## config.mk

```make
export PLATFORM = sky130hd
export DESIGN_NAME = key_conditioner
export DESIGN_NICKNAME = d
export VERILOG_FILES = /design/src/rtl/key_conditioner_pkg.sv /design/src/rtl/key_conditioner_channel.sv /design/src/rtl/key_conditioner.sv
export SDC_FILE = /design/constraint.sdc
export NUM_CORES = 1
export LEC_CHECK = 0
export BUFFER_PORTS_ARGS = -buffer_cell sky130_fd_sc_hd__buf_2
export CORE_UTILIZATION = 55
export DETAILED_ROUTE_END_ITERATION = 10
export GPL_TIMING_DRIVEN = 0
export PLACE_DENSITY = 0.72
export SYNTH_ARGS = -nofsm -noshare
export SYNTH_HDL_FRONTEND = slang
export SYNTH_SLANG_ARGS = --single-unit
```

## constraint.sdc

```tcl
create_clock -name clk_100m -period 3.4 [get_ports clk_100m]
set_clock_uncertainty 0.2 [all_clocks]
set_input_delay 1.02 -clock clk_100m [delete_from_list [all_inputs] [get_ports clk_100m]]
set_output_delay 1.02 -clock clk_100m [all_outputs]
set_load 0.01 [all_outputs]
```

## src/rtl/key_conditioner_pkg.sv

```systemverilog
// Shared types and default timing for the front-panel key conditioner.
// Repeat-FSM state encodings and ms-based timing defaults.
package key_conditioner_pkg;

   typedef enum logic [1:0] {
      ST_UP   = 2'd0,
      ST_DOWN = 2'd1,
      ST_RPT  = 2'd2
   } rpt_state_e;

   localparam int unsigned DEF_NKEYS    = 4;
   localparam int unsigned DEF_CLK_HZ   = 100_000_000;
   localparam int unsigned DEF_TICK_HZ  = 1000;
   localparam int unsigned DEF_DEB_MS   = 20;
   localparam int unsigned DEF_HOLD_MS  = 800;
   localparam int unsigned DEF_REP_MS   = 200;
   localparam logic [3:0]  DEF_REP_MASK = 4'b0011;

   function automatic int unsigned max2(input int unsigned a, input int unsigned b);
      return (a > b) ? a : b;
   endfunction

endpackage

```

## src/rtl/key_conditioner_channel.sv

```systemverilog
// One key channel: 2-flop synchroniser, tick-based debounce, edge pulses
// and the UP/DOWN/RPT auto-repeat state machine.
module key_channel
   import key_conditioner_pkg::*;
#(
   parameter int unsigned DEB_MS  = DEF_DEB_MS,
   parameter int unsigned HOLD_MS = DEF_HOLD_MS,
   parameter int unsigned REP_MS  = DEF_REP_MS
) (
   input  logic clk_100m,
   input  logic cr,
   input  logic tick,
   input  logic raw,
   input  logic rep_en,
   output logic level,
   output logic press,
   output logic rel,
   output logic step
);

   localparam int unsigned DW = $clog2(DEB_MS + 1);
   localparam int unsigned HW = $clog2(max2(HOLD_MS, REP_MS) + 1);

   logic          sync1_q, sync2_q;
   logic          level_q, level_d, prev_q;
   logic [DW-1:0] deb_q, deb_d;
   logic [HW-1:0] hcnt_q, hcnt_d;
   rpt_state_e    state_q, state_d;
   logic          rise, fall;

   always_ff @(posedge clk_100m or posedge cr) begin
      if (cr) begin
         sync1_q <= 1'b0;
         sync2_q <= 1'b0;
         level_q <= 1'b0;
         prev_q  <= 1'b0;
         deb_q   <= '0;
         hcnt_q  <= '0;
         state_q <= ST_UP;
      end else begin
         sync1_q <= raw;
         sync2_q <= sync1_q;
         level_q <= level_d;
         prev_q  <= level_q;
         deb_q   <= deb_d;
         hcnt_q  <= hcnt_d;
         state_q <= state_d;
      end
   end

   // Count reaching DEB_MS on this tick toggles the level in the same edge.
   always_comb begin
      level_d = level_q;
      deb_d   = deb_q;
      if (sync2_q == level_q) begin
         deb_d = '0;
      end else if (tick) begin
         if (deb_q == DW'(DEB_MS - 1)) begin
            level_d = ~level_q;
            deb_d   = '0;
         end else begin
            deb_d = deb_q + 1'b1;
         end
      end
   end

   assign rise = level_q & ~prev_q;
   assign fall = ~level_q & prev_q;

   // A falling level overrides any step, including a coincident repeat expiry.
   always_comb begin
      state_d = state_q;
      hcnt_d  = hcnt_q;
      step    = 1'b0;
      if (fall) begin
         state_d = ST_UP;
         hcnt_d  = '0;
      end else begin
         case (state_q)
            ST_UP: begin
               if (rise) begin
                  state_d = ST_DOWN;
                  step    = 1'b1;
                  hcnt_d  = '0;
               end
            end
            ST_DOWN: begin
               if (rep_en && (hcnt_q == HW'(HOLD_MS))) begin
                  state_d = ST_RPT;
                  step    = 1'b1;
                  hcnt_d  = '0;
               end else if (tick && (hcnt_q != HW'(HOLD_MS))) begin
                  hcnt_d = hcnt_q + 1'b1;
               end
            end
            ST_RPT: begin
               if (hcnt_q == HW'(REP_MS)) begin
                  step   = 1'b1;
                  hcnt_d = '0;
               end else if (tick) begin
                  hcnt_d = hcnt_q + 1'b1;
               end
            end
            default: begin
               state_d = ST_UP;
               hcnt_d  = '0;
            end
         endcase
      end
   end

   assign level = level_q;
   assign press = rise;
   assign rel   = fall;

endmodule

```

## src/rtl/key_conditioner.sv

```systemverilog
// Front-panel key conditioner: shared ms sample-tick prescaler feeding
// NKEYS independent debounce/auto-repeat channels.
module key_conditioner
   import key_conditioner_pkg::*;
#(
   parameter int unsigned      NKEYS    = DEF_NKEYS,
   parameter int unsigned      CLK_HZ   = DEF_CLK_HZ,
   parameter int unsigned      TICK_HZ  = DEF_TICK_HZ,
   parameter int unsigned      DEB_MS   = DEF_DEB_MS,
   parameter int unsigned      HOLD_MS  = DEF_HOLD_MS,
   parameter int unsigned      REP_MS   = DEF_REP_MS,
   parameter logic [NKEYS-1:0] REP_MASK = NKEYS'(DEF_REP_MASK)
) (
   input  logic             clk_100m,
   input  logic             cr,
   input  logic [NKEYS-1:0] key_raw,
   output logic [NKEYS-1:0] key_level,
   output logic [NKEYS-1:0] key_press,
   output logic [NKEYS-1:0] key_release,
   output logic [NKEYS-1:0] key_step
);

   localparam int unsigned TC = CLK_HZ / TICK_HZ - 1;
   localparam int unsigned PW = max2($clog2(TC + 1), 1);

   logic [PW-1:0] pre_q, pre_d;
   logic          tick;

   always_ff @(posedge clk_100m or posedge cr) begin
      if (cr) begin
         pre_q <= '0;
      end else begin
         pre_q <= pre_d;
      end
   end

   always_comb begin
      tick  = (pre_q == PW'(TC));
      pre_d = tick ? '0 : pre_q + 1'b1;
   end

   for (genvar i = 0; i < NKEYS; i++) begin : g_key
      key_channel #(
         .DEB_MS (DEB_MS),
         .HOLD_MS(HOLD_MS),
         .REP_MS (REP_MS)
      ) u_chan (
         .clk_100m(clk_100m),
         .cr      (cr),
         .tick    (tick),
         .raw     (key_raw[i]),
         .rep_en  (REP_MASK[i]),
         .level   (key_level[i]),
         .press   (key_press[i]),
         .rel     (key_release[i]),
         .step    (key_step[i])
      );
   end

endmodule
```

### Word level (Yosys, flattened, before mapping)

Cells that the tools add are included.

* add/subtract/negate cells: 9
* mux-type cells: 71
* equality and inequality tests: 45
* reductions and logical operators: 26
* bitwise gates (word level): 20

Operator list (count)
* $mux 10: 22
* $pmux 10 s3: 4
* $mux 5: 12
* $add 10x1->10 const B: 4
* $eq 10x8->1 const B: 4
* $ne 10x10->1 const B: 4
* $reduce_and 3->1: 10
* $ne 3x1->1 const B: 8
* $add 5x1->5 const B: 4
* $eq 10x10->1 const B: 2
* $eq 5x5->1 const B: 4
* $mux 2: 10
* $add 17x1->17 const B: 1
* $eq 17x17->1 const B: 1
* $mux 17: 1
* $mux 1: 14
* $ne 4x1->1 const B: 3
* $ne 4x2->1 const B: 3
* $not 1->1: 12
* $pmux 2 s3: 2
* $and 1x1->1: 8
* $eq 2x1->1 const B: 4
* $eq 2x2->1 const B: 4
* $logic_not 2->1: 4
* 9 further kinds: 26

* output and inout bits: 16
* logic and storage cells: 200
* bits of input ports: 6
* register bits: 101

### Depth between registers and ports, before layout

* depth after elaboration: 6
* mapped depth: 8
* depth with buffers taken out: 7

### Cells and area by module

A second synthesis with hierarchy kept.

* cell total of the unflattened synthesis: 632
* area, all modules: 6267.3 sq um

By module, submodules not included
* key_channel at g_key[0].u_chan ...: seq. area each 525.5 sq um, instances 3, cells an instance 140, area an instance 1362.6 sq um
* key_channel at g_key[1].u_chan: seq. area each 525.5 sq um, instances 1, cells an instance 135, area an instance 1346.3 sq um
* key_conditioner: seq. area each 425.4 sq um, instances 1, cells an instance 77, area an instance 833.3 sq um

### Worst setup path before layout

Ideal clock, no wire load.

* path kind: register to output
* start point: reg g_key[0].u_chan.hcnt_q[0]
* end point: out key_step[0]
* buffers on the path: 1
* arrival: 1640 ps
* cell stages (with the launch flop): 8
* required time: 2180 ps
* setup slack: 540 ps
* cells stage by stage: dfrtp_1 inv_1 ha_1 or3b_4 nor4_4 nand2_1 a211oi_1 buf_4

* longest elaborated chain between the ends: 4
* elaborated cells between the ends (all ways): 6
* classes of those cells: 2 x eq/ne; 4 x mux

Ends and longest elaborated chain
* start, declared: line key_conditioner_channel.sv:27 `logic [HW-1:0] hcnt_q, hcnt_d;`
* start signal, assigned: line key_conditioner_channel.sv:46 `hcnt_q <= hcnt_d;`
* $eq 10x8->1 / $eq 10x10->1 (equally long branches): line key_conditioner_channel.sv:97, key_conditioner_channel.sv:88
* $mux 1 (on tied branches): line key_conditioner_channel.sv:97, key_conditioner_channel.sv:88
* $pmux 1 s3 (*): line key_conditioner_channel.sv:79 `case (state_q)`
* $mux 1 (*): line key_conditioner_channel.sv:75 `if (fall) begin`
* end, declared: line key_conditioner.sv:20 `output logic [NKEYS-1:0] key_step`

Every way passes the cells marked *; elsewhere a longest branch is shown, timed or not.

### Worst setup path in the final report

Same ends and word-level chain as after synthesis.

==> flow_metrics.tcl <==
set metrics [dict create \
    dp_hpwl_mm 6.23 \
    drv_cap 0 \
    drc 0 \
    grt_pass1_vias 3453 \
    cts.clk_slew.worst_paths_ps 80 \
    powerDensity_mw_per_mm2 355 \
    yosysWarnings 0 \
    diodes 0 \
    dieArea_mm2 0.00843 \
    crit_family "simple AND/OR/NAND/NOR gates" \
    cp_max_fo 3 \
    hold_violations 0 \
    overflow 0 \
    period_share_pct 99.2 \
    syn_avg_cell_area_um2 9.32 \
    synth_cell_types 63 \
    syn_area_mm2 0.00444 \
    dieWidth_um 91.8 \
    synth.area.top_cells "dfrtp_1 (45%), nand2_1 (5.1%), ha_1 (4.8%)" \
    io_pins 22 \
    cts_max_level 3 \
    r2r_start "pre_q[0]$_DFF_PP0_" \
    dr.pass1.iters 5 \
    critPathLaunch "g_key[0].u_chan.hcnt_q[0]$_DFFE_PP0P_" \
    cts_hold_buf 0 \
    worst_slew_pin_slew_ps 779 \
    synthFlopType "dfrtp_1" \
    route.vias.total 3568 \
    critical_path.cell_chain "inv_1, ha_1, or3b_4, nor4_4, nand2_1, a211oi_2, buf_2" \
    antenna_found_initial 0 \
    p_leak_uw 0.00223 \
    coreArea_mm2 0.00777 \
    synth_cells 476 \
    clock-sinks 79 \
    synth_top_area_cell "dfrtp_1" \
    fillers 639 \
    placed_cell_area_mm2 0.00470 \
    drt_iter0_drc 136 \
    initial_core_util_pct 57.1 \
    total_power_uw 1760 \
    worst-path-buf-inv 2 \
    finalMaxSlewViolations 0 \
    drive_gt1_share_pct 16.1 \
    swShare_pct 22.1 \
    p_seq_share_pct 53.9 \
    fmax_mhz 296 \
    viasPerCell 5.76 \
    arrival_ps 2150 \
    final_core_util_pct 63.7 \
    synth.ff_latch_count 79 \
    synth_edf_count 0 \
    nets 535 \
    port_buffers 21 \
    grt_pass1_wl_mm 15.6 \
    wl_mm 8.91 \
    grt_setup_unrepaired "yes" \
    wl_per_cell_um 14.4 \
    critical_path_required_ps 2180 \
    syn_to_final_growth_pct 11.6 \
    clock_latency_ps 360 \
    syn-num-nets 499 \
    crit_path_end_kind "primary output" \
    fp-row-count 32 \
    p_clk_share_pct 44.2 \
    pre_cts_ws_ps 303 \
    finalCriticalPeriod_ps 3370 \
    place_congestion 0.862 \
    cts_root_buffer "clkbuf_8" \
    irDropWorstVdd_mv 0.283 \
    multiInputGateArea_mm2 0.00216 \
    crit_slowest_cell "dfrtp_1" \
    cp-start-kind "register" \
    die_h_um 91.8 \
    async_flop_share_pct 100 \
    worstSetupPathType "register to primary output" \
    hold_class "register to register" \
    ant_nets 0 \
    p_int_uw 1370 \
    whs_ps 156 \
    slowest_delay_ps 390 \
    final_area_mm2 0.00495 \
    worstHoldStart "g_key[1].u_chan.sync1_q$_DFF_PP0_" \
    grt_max_degree 45 \
    status "complete, no violations" \
    cts_buffer_depth 2 \
    seq_area_mm2 0.00198 \
    setup_slack_ps 26.6 \
    power.switching_uw 388 \
    maxSlewHeadroom_pct 47.6 \
    cts_tree "yes" \
    p_comb_share_pct 1.9 \
    track_usage_pct 23.1 \
    cts_inserted_buffers 9 \
    setup_viol 0 \
    seq_area_frac_synth_pct 44.6 \
    synth_top_area_share_pct 44.6 \
]
## synthesized netlist by cell type, types with 4 or more instances
cell type / instances
inv_1: 28
and3_1: 6
nand3_1: 19
nand2b_1: 8
a22o_1: 5
nand2_1: 60
nor3_1: 11
dfrtp_1: 79
o21ai_0: 18
a31oi_1: 5
ha_1: 17
nand4_1: 14
clkbuf_1: 6
nand3b_1: 4
a22oi_1: 4
nor2_1: 29
xor2_1: 7
buf_4: 17
buf_2: 8
xnor2_1: 18
nor4_1: 5
a21oi_1: 26
nor2b_1: 11
## power groups by stage
| stage | registers [µW] | clock network, µW | logic, µW |
|---|---|---|---|
| finish | 946 | 776 | 33.5 |
| detailed placement | 965 | 0 | 35.7 |
| global placement | 964 | 0 | 30.4 |
| global route | 946 | 835 | 39.9 |
| CTS | 946 | 797 | 35.8 |
| floorplan | 964 | 0 | 20.9 |
## sequential cells by signal, indices dropped and copies added (netlist names)
signal,flops
g_key.u_chan.deb_q,20
g_key.u_chan.hcnt_q,20
g_key.u_chan.level,4
g_key.u_chan.prev_q,4
g_key.u_chan.state_q,6
g_key.u_chan.sync1_q,4
g_key.u_chan.sync2_q,4
pre_q,17
## layer usage
layer  global-route usage [%]  wire length (µm)
met1                     30.8              4090
met2                     38.0              4380
met3                     4.56               358
met4                     7.68                85
met5                        0                 0
## cell families (layout without fill, tap and decap cells)
| family | Yosys count | in the layout | share of synthesized area, % |
|---|---|---|---|
| flip-flops | 79 | 79 | 44.6 |
| adder cells (fa/ha/maj) | 18 | 18 | 5.02 |
| XOR/XNOR | 25 | 25 | 4.94 |
| AND/OR/NAND/NOR | 189 | 189 | 22.5 |
| multiplexers | 6 | 6 | 1.44 |
| AO/OA/AOI/OAI | 97 | 97 | 14.5 |
| buffers and inverters | 62 | 103 | 7.08 |
## per-stage QoR
step,cells,TNS [ps]
2_1_floorplan,476,0
3_3_place_gp,599,-63430
3_5_place_dp,600,0
4_1_cts,617,0
5_1_grt,619,-98.7
6_report,619,0
## cell usage in the layout, fill, tap and decap left out, types with 3 or more instances in the layout
| master | synthesis | layout |
|---|---|---|
| clkbuf_8 | 0 | 9 |
| buf_4 | 17 | 20 |
| o21ai_0 | 18 | 18 |
| nand2_1 | 60 | 60 |
| nor4_1 | 5 | 5 |
| a21boi_0 | 3 | 3 |
| nand3_1 | 19 | 19 |
| o31ai_1 | 3 | 3 |
| inv_1 | 28 | 27 |
| nor3_1 | 11 | 10 |
| mux2_2 | 3 | 3 |
| mux2i_1 | 3 | 3 |
| dfrtp_1 | 79 | 79 |
| a22oi_1 | 4 | 4 |
| a31oi_1 | 5 | 5 |
| nor2_1 | 29 | 29 |
| xor2_1 | 7 | 7 |
| nand3b_1 | 4 | 4 |
| nor4b_1 | 3 | 3 |
| o211ai_1 | 3 | 3 |
| a32o_1 | 3 | 3 |
| nand4_1 | 14 | 14 |
| o221ai_1 | 3 | 3 |
| buf_2 | 8 | 29 |
| a21oi_1 | 26 | 26 |
| ha_1 | 17 | 17 |
| nor2b_1 | 11 | 11 |
| xnor2_1 | 18 | 18 |
| and3_1 | 6 | 6 |
| o21ai_1 | 3 | 3 |
| a22o_1 | 5 | 5 |
| nand2b_1 | 8 | 8 |
| clkbuf_1 | 6 | 6 |
## what timing repair did
| action | CTS | global route |
|---|---|---|
| hold endpoints to repair | 0 | 0 |
| gates resized for setup | 0 | 2 |
| gates cloned | 0 | 0 |
| buffers inserted | 1 | 3 |
| setup endpoints to repair | 1 | 1 |
| pin swaps | 1 | 3 |
## area by class of cell
cell class,count,share of cell area (%)
plain buffers,33,4.07
multi-input cells,335,43.5
repair buffers,26,3.29
clock buffers,9,2.50
well taps,102,2.58
flip-flops and latches,79,39.9
clock inverters,7,1.92
inverters,28,2.17
## path summary, 6_finish.rpt
path	end	slack (ps)	cells past startpoint
max	key_step[0]	30	7
min	g_key[1].u_chan.sync2_q$_DFF_PP0_	160	0
max reg2reg	g_key[0].u_chan.hcnt_q[9]$_DFFE_PP0P_	900	8
min reg2reg	g_key[1].u_chan.sync2_q$_DFF_PP0_	160	0
max in group asynchronous	g_key[0].u_chan.hcnt_q[4]$_DFFE_PP0P_	1960	3
min in group asynchronous	pre_q[13]$_DFF_PP0_	480	2
(Power assumes the default switching activity.)
